**config.mk**
```make
export PLATFORM = sky130hd
export DESIGN_NAME = p_x_seq_flat
export DESIGN_NICKNAME = d
export VERILOG_FILES = /design/src/rtl/p_x_seq_if.sv /design/src/rtl/p_x_seq.sv /design/src/flat_wrapper.sv
export SDC_FILE = /design/constraint.sdc
export NUM_CORES = 1
export LEC_CHECK = 0
export ABC_AREA = 1
export BUFFER_PORTS_ARGS = -buffer_cell sky130_fd_sc_hd__buf_2
export CAP_MARGIN = 20
export CORE_MARGIN = 3
export CORE_UTILIZATION = 45
export DETAILED_ROUTE_END_ITERATION = 8
export HOLD_SLACK_MARGIN = 0.05
export PLACE_DENSITY = 0.73
export SLEW_MARGIN = 15
export SYNTH_ARGS = -nofsm -noshare
export SYNTH_HDL_FRONTEND = slang
export SYNTH_SLANG_ARGS = --single-unit
```
**constraint.sdc**
```tcl
create_clock -name clk_i -period 2.75 [get_ports clk_i]
set_input_delay 0.55 -clock clk_i [delete_from_list [all_inputs] [get_ports clk_i]]
set_output_delay 0.55 -clock clk_i [all_outputs]
set_load 0.02 [all_outputs]
```
**src/rtl/p_x_seq_if.sv**
```systemverilog
// p_x_seq_if: enter/set/control inputs and state/strobe outputs of the P-X state control unit
interface p_x_seq_if #(
    parameter int NST = 20
);
    logic [NST-1:0] enter;
    logic [NST-1:0] set;
    logic           mode;
    logic           step;
    logic           strob_fp;
    logic           ok;
    logic [NST-1:0] state;
    logic           strob1;
    logic           strob2;
    logic           got;
    logic           alarm;
    logic           hold;

    modport master (
        output enter, set, mode, step, strob_fp, ok,
        input  state, strob1, strob2, got, alarm, hold
    );

    modport slave (
        input  enter, set, mode, step, strob_fp, ok,
        output state, strob1, strob2, got, alarm, hold
    );
endinterface

```
**src/rtl/p_x_seq.sv**
```systemverilog
// p_x_seq: one-hot CPU state register bank with synchronous STROB1/STROB2/bus-wait/step/GOT timing
module p_x_seq #(
    parameter int             NST       = 20,
    parameter logic [NST-1:0] RST_ST    = NST'(1),
    parameter logic [NST-1:0] LONG_MASK = '0,
    parameter logic [NST-1:0] BUS_MASK  = '0,
    parameter int             S1_LEN    = 2,
    parameter int             S2_LEN    = 2,
    parameter int             TMO       = 255
) (
    input logic      clk_i,
    input logic      clo_i,
    p_x_seq_if.slave bus
);
    localparam int MAX_S = (S1_LEN > S2_LEN) ? S1_LEN : S2_LEN;
    localparam int MAXC  = (MAX_S > TMO) ? MAX_S : TMO;
    localparam int CW    = $clog2(MAXC + 1);

    typedef enum logic [2:0] {P_RST, P_IDLE, P_S1, P_S2, P_BUS, P_STEP, P_GOT} phase_e;

    phase_e         phase_q, phase_d;
    logic [CW-1:0]  cnt_q, cnt_d;
    logic [NST-1:0] state_q, state_d;
    logic           step_q;
    logic           strob1_q, strob1_d;
    logic           strob2_q, strob2_d;
    logic           got_q, got_d;
    logic           alarm_q, alarm_d;
    logic           hold_q, hold_d;
    logic           long_w, bus_w, step_edge_w;
    phase_e         fin_w, after_s2_w, after_s1_w;

    assign long_w      = |(state_q & LONG_MASK);
    assign bus_w       = |(state_q & BUS_MASK);
    assign step_edge_w = bus.step & ~step_q;
    assign fin_w       = bus.mode ? P_STEP : P_GOT;
    assign after_s2_w  = bus_w ? P_BUS : fin_w;
    assign after_s1_w  = long_w ? P_S2 : after_s2_w;

    // Phase sequencing, state loading and registered phase outputs
    always_comb begin
        phase_d = phase_q;
        case (phase_q)
            P_RST:   phase_d = P_S1;
            P_IDLE:  phase_d = |bus.set ? P_S1 : P_IDLE;
            P_S1:    phase_d = (cnt_q == CW'(S1_LEN - 1)) ? after_s1_w : P_S1;
            P_S2:    phase_d = (cnt_q == CW'(S2_LEN - 1)) ? after_s2_w : P_S2;
            P_BUS:   phase_d = (bus.ok || cnt_q == CW'(TMO)) ? fin_w : P_BUS;
            P_STEP:  phase_d = (step_edge_w || !bus.mode) ? P_GOT : P_STEP;
            P_GOT:   phase_d = |(bus.enter | bus.set) ? P_S1 : P_IDLE;
            default: phase_d = P_RST;
        endcase
        state_d  = (phase_q == P_GOT) ? (bus.enter | bus.set) : (state_q | bus.set);
        cnt_d    = (phase_d == phase_q && (phase_q == P_S1 || phase_q == P_S2 || phase_q == P_BUS))
                   ? cnt_q + 1'b1 : '0;
        strob1_d = (phase_d == P_S1) || (phase_q == P_STEP && phase_d == P_STEP && bus.strob_fp);
        strob2_d = (phase_d == P_S2);
        got_d    = (phase_d == P_GOT);
        alarm_d  = (phase_d == P_BUS) && (cnt_d == CW'(TMO));
        hold_d   = (phase_d == P_STEP) || (phase_d == P_IDLE);
    end

    // Register bank; clo clears everything and parks the sequencer one clock before S1
    always_ff @(posedge clk_i) begin
        if (clo_i) begin
            phase_q  <= P_RST;
            cnt_q    <= '0;
            state_q  <= RST_ST;
            step_q   <= 1'b0;
            strob1_q <= 1'b0;
            strob2_q <= 1'b0;
            got_q    <= 1'b0;
            alarm_q  <= 1'b0;
            hold_q   <= 1'b0;
        end else begin
            phase_q  <= phase_d;
            cnt_q    <= cnt_d;
            state_q  <= state_d;
            step_q   <= bus.step;
            strob1_q <= strob1_d;
            strob2_q <= strob2_d;
            got_q    <= got_d;
            alarm_q  <= alarm_d;
            hold_q   <= hold_d;
        end
    end

    assign bus.state  = state_q;
    assign bus.strob1 = strob1_q;
    assign bus.strob2 = strob2_q;
    assign bus.got    = got_q;
    assign bus.alarm  = alarm_q;
    assign bus.hold   = hold_q;
endmodule

```
**src/flat_wrapper.sv**
```systemverilog
// flat-port wrapper written by rule: the top's interface ports become plain ports
module p_x_seq_flat 
#(
    parameter int             NST       = 20,
    parameter logic [NST-1:0] RST_ST    = NST'(1),
    parameter logic [NST-1:0] LONG_MASK = '0,
    parameter logic [NST-1:0] BUS_MASK  = '0,
    parameter int             S1_LEN    = 2,
    parameter int             S2_LEN    = 2,
    parameter int             TMO       = 255
)
  (clk_i, clo_i, bus_enter, bus_set, bus_mode, bus_step, bus_strob_fp, bus_ok, bus_state, bus_strob1, bus_strob2, bus_got, bus_alarm, bus_hold);
  p_x_seq_if #(.NST(NST)) bus_i ();
  input logic clk_i;
  input logic clo_i;
  input wire logic [$bits(bus_i.enter)-1:0] bus_enter;
  input wire logic [$bits(bus_i.set)-1:0] bus_set;
  input wire logic [$bits(bus_i.mode)-1:0] bus_mode;
  input wire logic [$bits(bus_i.step)-1:0] bus_step;
  input wire logic [$bits(bus_i.strob_fp)-1:0] bus_strob_fp;
  input wire logic [$bits(bus_i.ok)-1:0] bus_ok;
  output wire logic [$bits(bus_i.state)-1:0] bus_state;
  output wire logic [$bits(bus_i.strob1)-1:0] bus_strob1;
  output wire logic [$bits(bus_i.strob2)-1:0] bus_strob2;
  output wire logic [$bits(bus_i.got)-1:0] bus_got;
  output wire logic [$bits(bus_i.alarm)-1:0] bus_alarm;
  output wire logic [$bits(bus_i.hold)-1:0] bus_hold;
  assign bus_i.enter = bus_enter;
  assign bus_i.set = bus_set;
  assign bus_i.mode = bus_mode;
  assign bus_i.step = bus_step;
  assign bus_i.strob_fp = bus_strob_fp;
  assign bus_i.ok = bus_ok;
  assign bus_state = bus_i.state;
  assign bus_strob1 = bus_i.strob1;
  assign bus_strob2 = bus_i.strob2;
  assign bus_got = bus_i.got;
  assign bus_alarm = bus_i.alarm;
  assign bus_hold = bus_i.hold;
  p_x_seq #(.NST(NST), .RST_ST(RST_ST), .LONG_MASK(LONG_MASK), .BUS_MASK(BUS_MASK), .S1_LEN(S1_LEN), .S2_LEN(S2_LEN), .TMO(TMO)) u_core (.clk_i(clk_i), .clo_i(clo_i), .bus(bus_i));
endmodule
```
* After elaboration in Yosys (flattened, before gate mapping) *
Index checks and enable logic that the tools add are counted.

cells by class
  $add $sub $neg = 1
  eq/ne operators = 16
  multiplexer cells = 10
  bitwise logic cells = 4
  reductions and logical operators = 14

operator list
  kind                                           number
  OR 20 bit                                      2
  OR reduction 20 bit                            2
  case mux 3 bit (7 select lines)                1
  two-way mux 20 bit                             1
  == test 3 bit, second input constant           6
  == test 8 bit, second input constant           2
  == test 3 x 2 -> 1 bit, second input constant  4
  two-way mux 3 bit                              3
  adder 8 x 1 -> 8 bit, second input constant    1
  == test 8 x 1 -> 1 bit, second input constant  1
  two-way mux 2 bit                              4
  two-way mux 8 bit                              1
  == test 3 x 1 -> 1 bit, second input constant  2
  logical OR 1 bit                               6
  logical AND 1 bit                              4
  == test 3 bit                                  1
  zero test 3 bit                                1
  bitwise AND 1 bit                              1
  zero test 1 bit                                1
  NOT 1 bit                                      1

storage, ports and cells
  flip-flop bits (word level) = 37
  input bits = 46
  output and inout port bits = 25
  word-level logic and storage cells = 54

* Longest topological paths before layout *
  depth after elaboration = 10
  depth in mapped cells = 13
  mapped depth without buffers = 13

* Worst setup path after synthesis *
No wires, ideal clock.

  path type = input-to-reg
  start = in bus_enter[14]
  end = reg u_core.cnt_q[4]
  setup time = 0.119 ns
  arrival = 1.592 ns
  data required time = 2.631 ns
  path slack = 1.039 ns
  cell stages on the path = 9
  buffers on the path = 0
  cell sequence = or2_2 > nor2_1 > nand2_1 > nor2_1 > nand3_1 > nand3_2 > nand2_1 > nand4_2 > nor2_1

on the way
  longest elaborated chain between the ends = 7

RTL lines
  what                             RTL line            text
  start, declared                  flat_wrapper.sv:16  input wire logic [$bits(bus_i.enter)-1:0] bus_enter;
  OR 20 bit                        p_x_seq.sv:50       P_GOT: phase_d = |(bus.enter | bus.set) ? P_S1 : P_IDLE;
  OR reduction 20 bit              p_x_seq.sv:50
  two-way mux 2 bit                p_x_seq.sv:50
  case mux 3 bit (7 select lines)  p_x_seq.sv:43       case (phase_q)
  == test 3 bit                    p_x_seq.sv:54       cnt_d = (phase_d == phase_q && (phase_q == P_S1 || phase_q == P_S2 || phase_q == P_BUS))
  logical AND 1 bit                p_x_seq.sv:54
  two-way mux 8 bit                p_x_seq.sv:55       ? cnt_q + 1'b1 : '0;
  end signal, assigned             p_x_seq.sv:77       cnt_q <= cnt_d;
  end, declared                    p_x_seq.sv:22       logic [CW-1:0] cnt_q, cnt_d;

Every way passes these cells.
A chain may end at the register's enable or synchronous reset.

* Worst setup path in the final report *
  start = reg u_core.cnt_q[0]
  end = reg u_core.cnt_q[7]

on the way
  longest elaborated chain between the ends = 7
  elaborated cells between the ends (all ways) = 11
  those cells by class = add/sub (1); eq/ne (3); mux (5); reduce/logical (2)

RTL lines
  what                             RTL line       text
  == test 8 bit                    p_x_seq.sv:48  P_BUS: phase_d = (bus.ok || cnt_q == CW'(TMO)) ? fin_w : P_BUS;
  logical OR 1 bit                 p_x_seq.sv:48
  two-way mux 3 bit                p_x_seq.sv:48
  case mux 3 bit (7 select lines)  p_x_seq.sv:43
  == test 3 bit                    p_x_seq.sv:54
  logical AND 1 bit                p_x_seq.sv:54
  two-way mux 8 bit (*)            p_x_seq.sv:55

Every way passes the cells marked *; elsewhere a longest branch is shown, timed or not.

==> qor.csv <==
metric,value,unit
status,"finished, final reports clean",
Final Net Count,389,
Worst-path clk slew,0.07,ns
final WL,4.58,mm
Pwr Total,0.00112,W
highest routed layer,met4,
Cells after DPL,382,
FF+latch area,741,sq um
Final Non-Filler Cells,388,
Mapped Nets,316,
Pre-Repair DR Iteration Count,4,
register area share after synthesis,40.2,%
Yosys cell types,33,
fillers,390,
CP Launch Type,register,
"flops & latches, synth",37,
Post-Synth XOR/XNOR Area,1.43,%
Clock Sinks,37,
Final ANT Viol Nets,0,
hold crit path type,in -> reg,
CTS tree,done,
total of max-cap violations,0,
first-pass GRT wire length,7.73,mm
post-synthesis mux area share,0,%
Die X,70.0,um
Yosys Warn Count,0,
initial antenna violation count,0,
Setup TNS,0,ns
Syn Inst Count,268,
Max Slew Vio Count,0,
Pwr Density,483,nW/um^2
largest net degree at the start of global routing,28,
CP max FO,8,
multi-input logic area,980,sq um
core outline area,3800,sq um
critical path class,reg -> reg,
leakage power,1.06,nW
Worst Path Arrival,2.13,ns
GRT Total Usage,19.1,%
metal1 wirelength,2.17,mm
routed wl met3,251,um
Worst slew margin,74.2,%
clk buf depth,2,
CTS buffer count,5,
Max Clk Rate,522,MHz
Synth Area per Inst,6.88,sq um
DRT iter0 DRCs,60,
synthesized cell area,1840,sq um
DR WL/cell,11.8,um
post-synthesis simple-gate area fraction,40.5,%
vias in the first global route,1773,
layout cell share with drive strength beyond 1,27.9,%
Worst EP required,2.96,ns
Rows,22,
postcts setup bufs,0,
vias,1893,
Worst VDD drop,0.282,mV
Post-Synth Adder-Cell Area,1.36,%
Worst-Skew Late Latency,0.28,ns
Die Y,70.0,um
diodes inserted,0,
Post-CTS Resized,0,
Fin Clk Skew,0.00264,ns
via/cell ratio,4.88,
unrepaired setup endpoints after global routing,no,
DP Wirelength,3.77,mm
detailed-route DRC error count,0,
Ports,71,
Final period util,69.7,%
final hold vios,0,
Clock Tree Root,clkbuf_8,
worst hold path startpoint,bus_step,
CP startpoint,u_core.cnt_q[0]$_SDFF_PP0_,
Die ar.,4900,sq um
met2 WL post-DR,2.11,mm
largest family of logic cells by synthesized area,simple AND/OR/NAND/NOR gates,
# H-tree levels,2,
Worst-Margin Slew,0.386,ns
Setup-failing EPs final,0,
Compound-Gate Fraction of Synth Area,9.84,%
CP endpoint kind,register,
R2R Path Start,u_core.cnt_q[0]$_SDFF_PP0_,
Port-buffer cells,70,
flop-to-flop setup slack,0.83,ns
gpl congestion,0.879,
grt ovf,0,
area delta synth->final,25.5,%
CTS Hold Buffers Added,0,
post-layout min period,1.92,ns
Starting Density,48.5,%
==> per-layer routing <==
| metal | GRT usage (%) | up-vias |
|---|---|---|
| met5 | 0 | - |
| met4 | 5.32 | 0 |
| met3 | 4.17 | 4 |
| met2 | 32.3 | 55 |
| met1 | 24.5 | 818 |
| li1 | - | 1016 |
==> cell families (layout without fill, tap and decap cells) <==
family	after synthesis	count (layout)
flip-flops	37	37
AO/OA/AOI/OAI	28	28
adder cells (fa/ha/maj)	2	2
buffers and inverters	32	104
AND/OR/NAND/NOR	166	166
XOR/XNOR	3	3
==> worst paths after layout <==
check / end / cells after the start
worst max register to register: u_core.cnt_q[7]$_SDFF_PP0_ / 11
worst min register to register: u_core.cnt_q[0]$_SDFF_PP0_ / 1
worst max-delay path: u_core.cnt_q[7]$_SDFF_PP0_ / 11
worst min-delay path: u_core.step_q$_SDFF_PP0_ / 3
==> synthesized netlist by cell type <==
library cell / number / area share (%)
a21oi_1: 4 / 1.1
dfxtp_1: 37 / 40
buf_1: 1 / 0.20
ha_1: 2 / 1.4
nand3_2: 1 / 0.54
nand4_1: 1 / 0.34
or2_2: 5 / 1.7
nand2_2: 1 / 0.34
clkinv_1: 1 / 0.20
nor4_1: 1 / 0.34
o21bai_1: 1 / 0.41
and2_0: 1 / 0.34
o211ai_1: 1 / 0.41
nor3_1: 24 / 6.5
o21ai_1: 1 / 0.27
nor3_2: 1 / 0.54
a211oi_1: 13 / 5.3
clkbuf_1: 2 / 0.41
inv_1: 20 / 4.1
nand2b_1: 1 / 0.34
nand4_2: 1 / 0.68
nor2_2: 1 / 0.34
or2_1: 2 / 0.68
and2_1: 4 / 1.4
nor2_1: 69 / 14
inv_2: 6 / 1.2
nand2_1: 38 / 7.7
nand3_1: 14 / 3.8
a21oi_2: 1 / 0.48
o21ai_0: 7 / 1.9
nor3_4: 1 / 0.88
xor2_1: 3 / 1.4
buf_2: 2 / 0.54
==> cells in the final DEF, fill, tap and decap left out, types with 2 or more instances in the layout <==
master    synthesis  final
nor2_1           69     69
a211oi_1         13     13
dfxtp_1          37     37
buf_2             2     70
nand2_1          38     38
a21oi_1           4      4
inv_1            20     20
clkbuf_8          0      5
or2_1             2      2
nand3_1          14     14
ha_1              2      2
and2_1            4      4
nor3_1           24     24
o21ai_0           7      7
inv_2             6      6
or2_2             5      5
xor2_1            3      3
==> worst max-delay path, stage by stage, from the launching register on <==
cell and delay, ns:
dfxtp_1 0.41, ha_1 0.18, inv_1 0.04, nor2_1 0.23, nand3_1 0.20, nand2_1 0.10
nand2b_1 0.06, nor2_1 0.14, nand2_2 0.09, nand2_1 0.07, nand4_2 0.18, nor2_1 0.14
==> report_power, final <==
part | leakage (nW) | total, W | internal [W] | switching (W)
Combinational | 0.714 | 0.000202 | 0.0000798 | 0.000122
Clock | 0.0399 | 0.000334 | 0.000166 | 0.000167
Sequential | 0.306 | 0.000582 | 0.000565 | 0.0000175
Total | 1.06 | 0.00112 | 0.000811 | 0.000307
==> sequential cells by signal (all words and copies together) (netlist names) <==
register           count
u_core.bus.state      20
u_core.bus.hold        1
u_core.bus.got         1
u_core.bus.strob1      1
u_core.step_q          1
u_core.bus.strob2      1
u_core.phase_q         3
u_core.cnt_q           8
u_core.bus.alarm       1
==> layout make-up <==
| type | count | area share, % |
|---|---|---|
| clock inverter | 1 | 0.216 |
| inverter | 27 | 4.38 |
| clock buffer | 5 | 2.97 |
| tap | 48 | 2.60 |
| timing repair buffer | 71 | 15.5 |
| sequential | 37 | 32.0 |
| multi-input combinational | 199 | 42.3 |
==> per-stage QoR <==
stage               hold WS, ns  setup WS [ns]  cell area [sq um]  util, %
global placement          0.467          0.808               2240     59.0
floorplan                 0.445           1.04               1840        -
global route              0.507          0.632               2310     60.9
CTS                       0.486          0.835               2310     60.9
detailed placement        0.484          0.774               2240     59.0
finish                    0.486          0.834               2310     60.9
No activity file was read; power rests on OpenSTA's default activity.
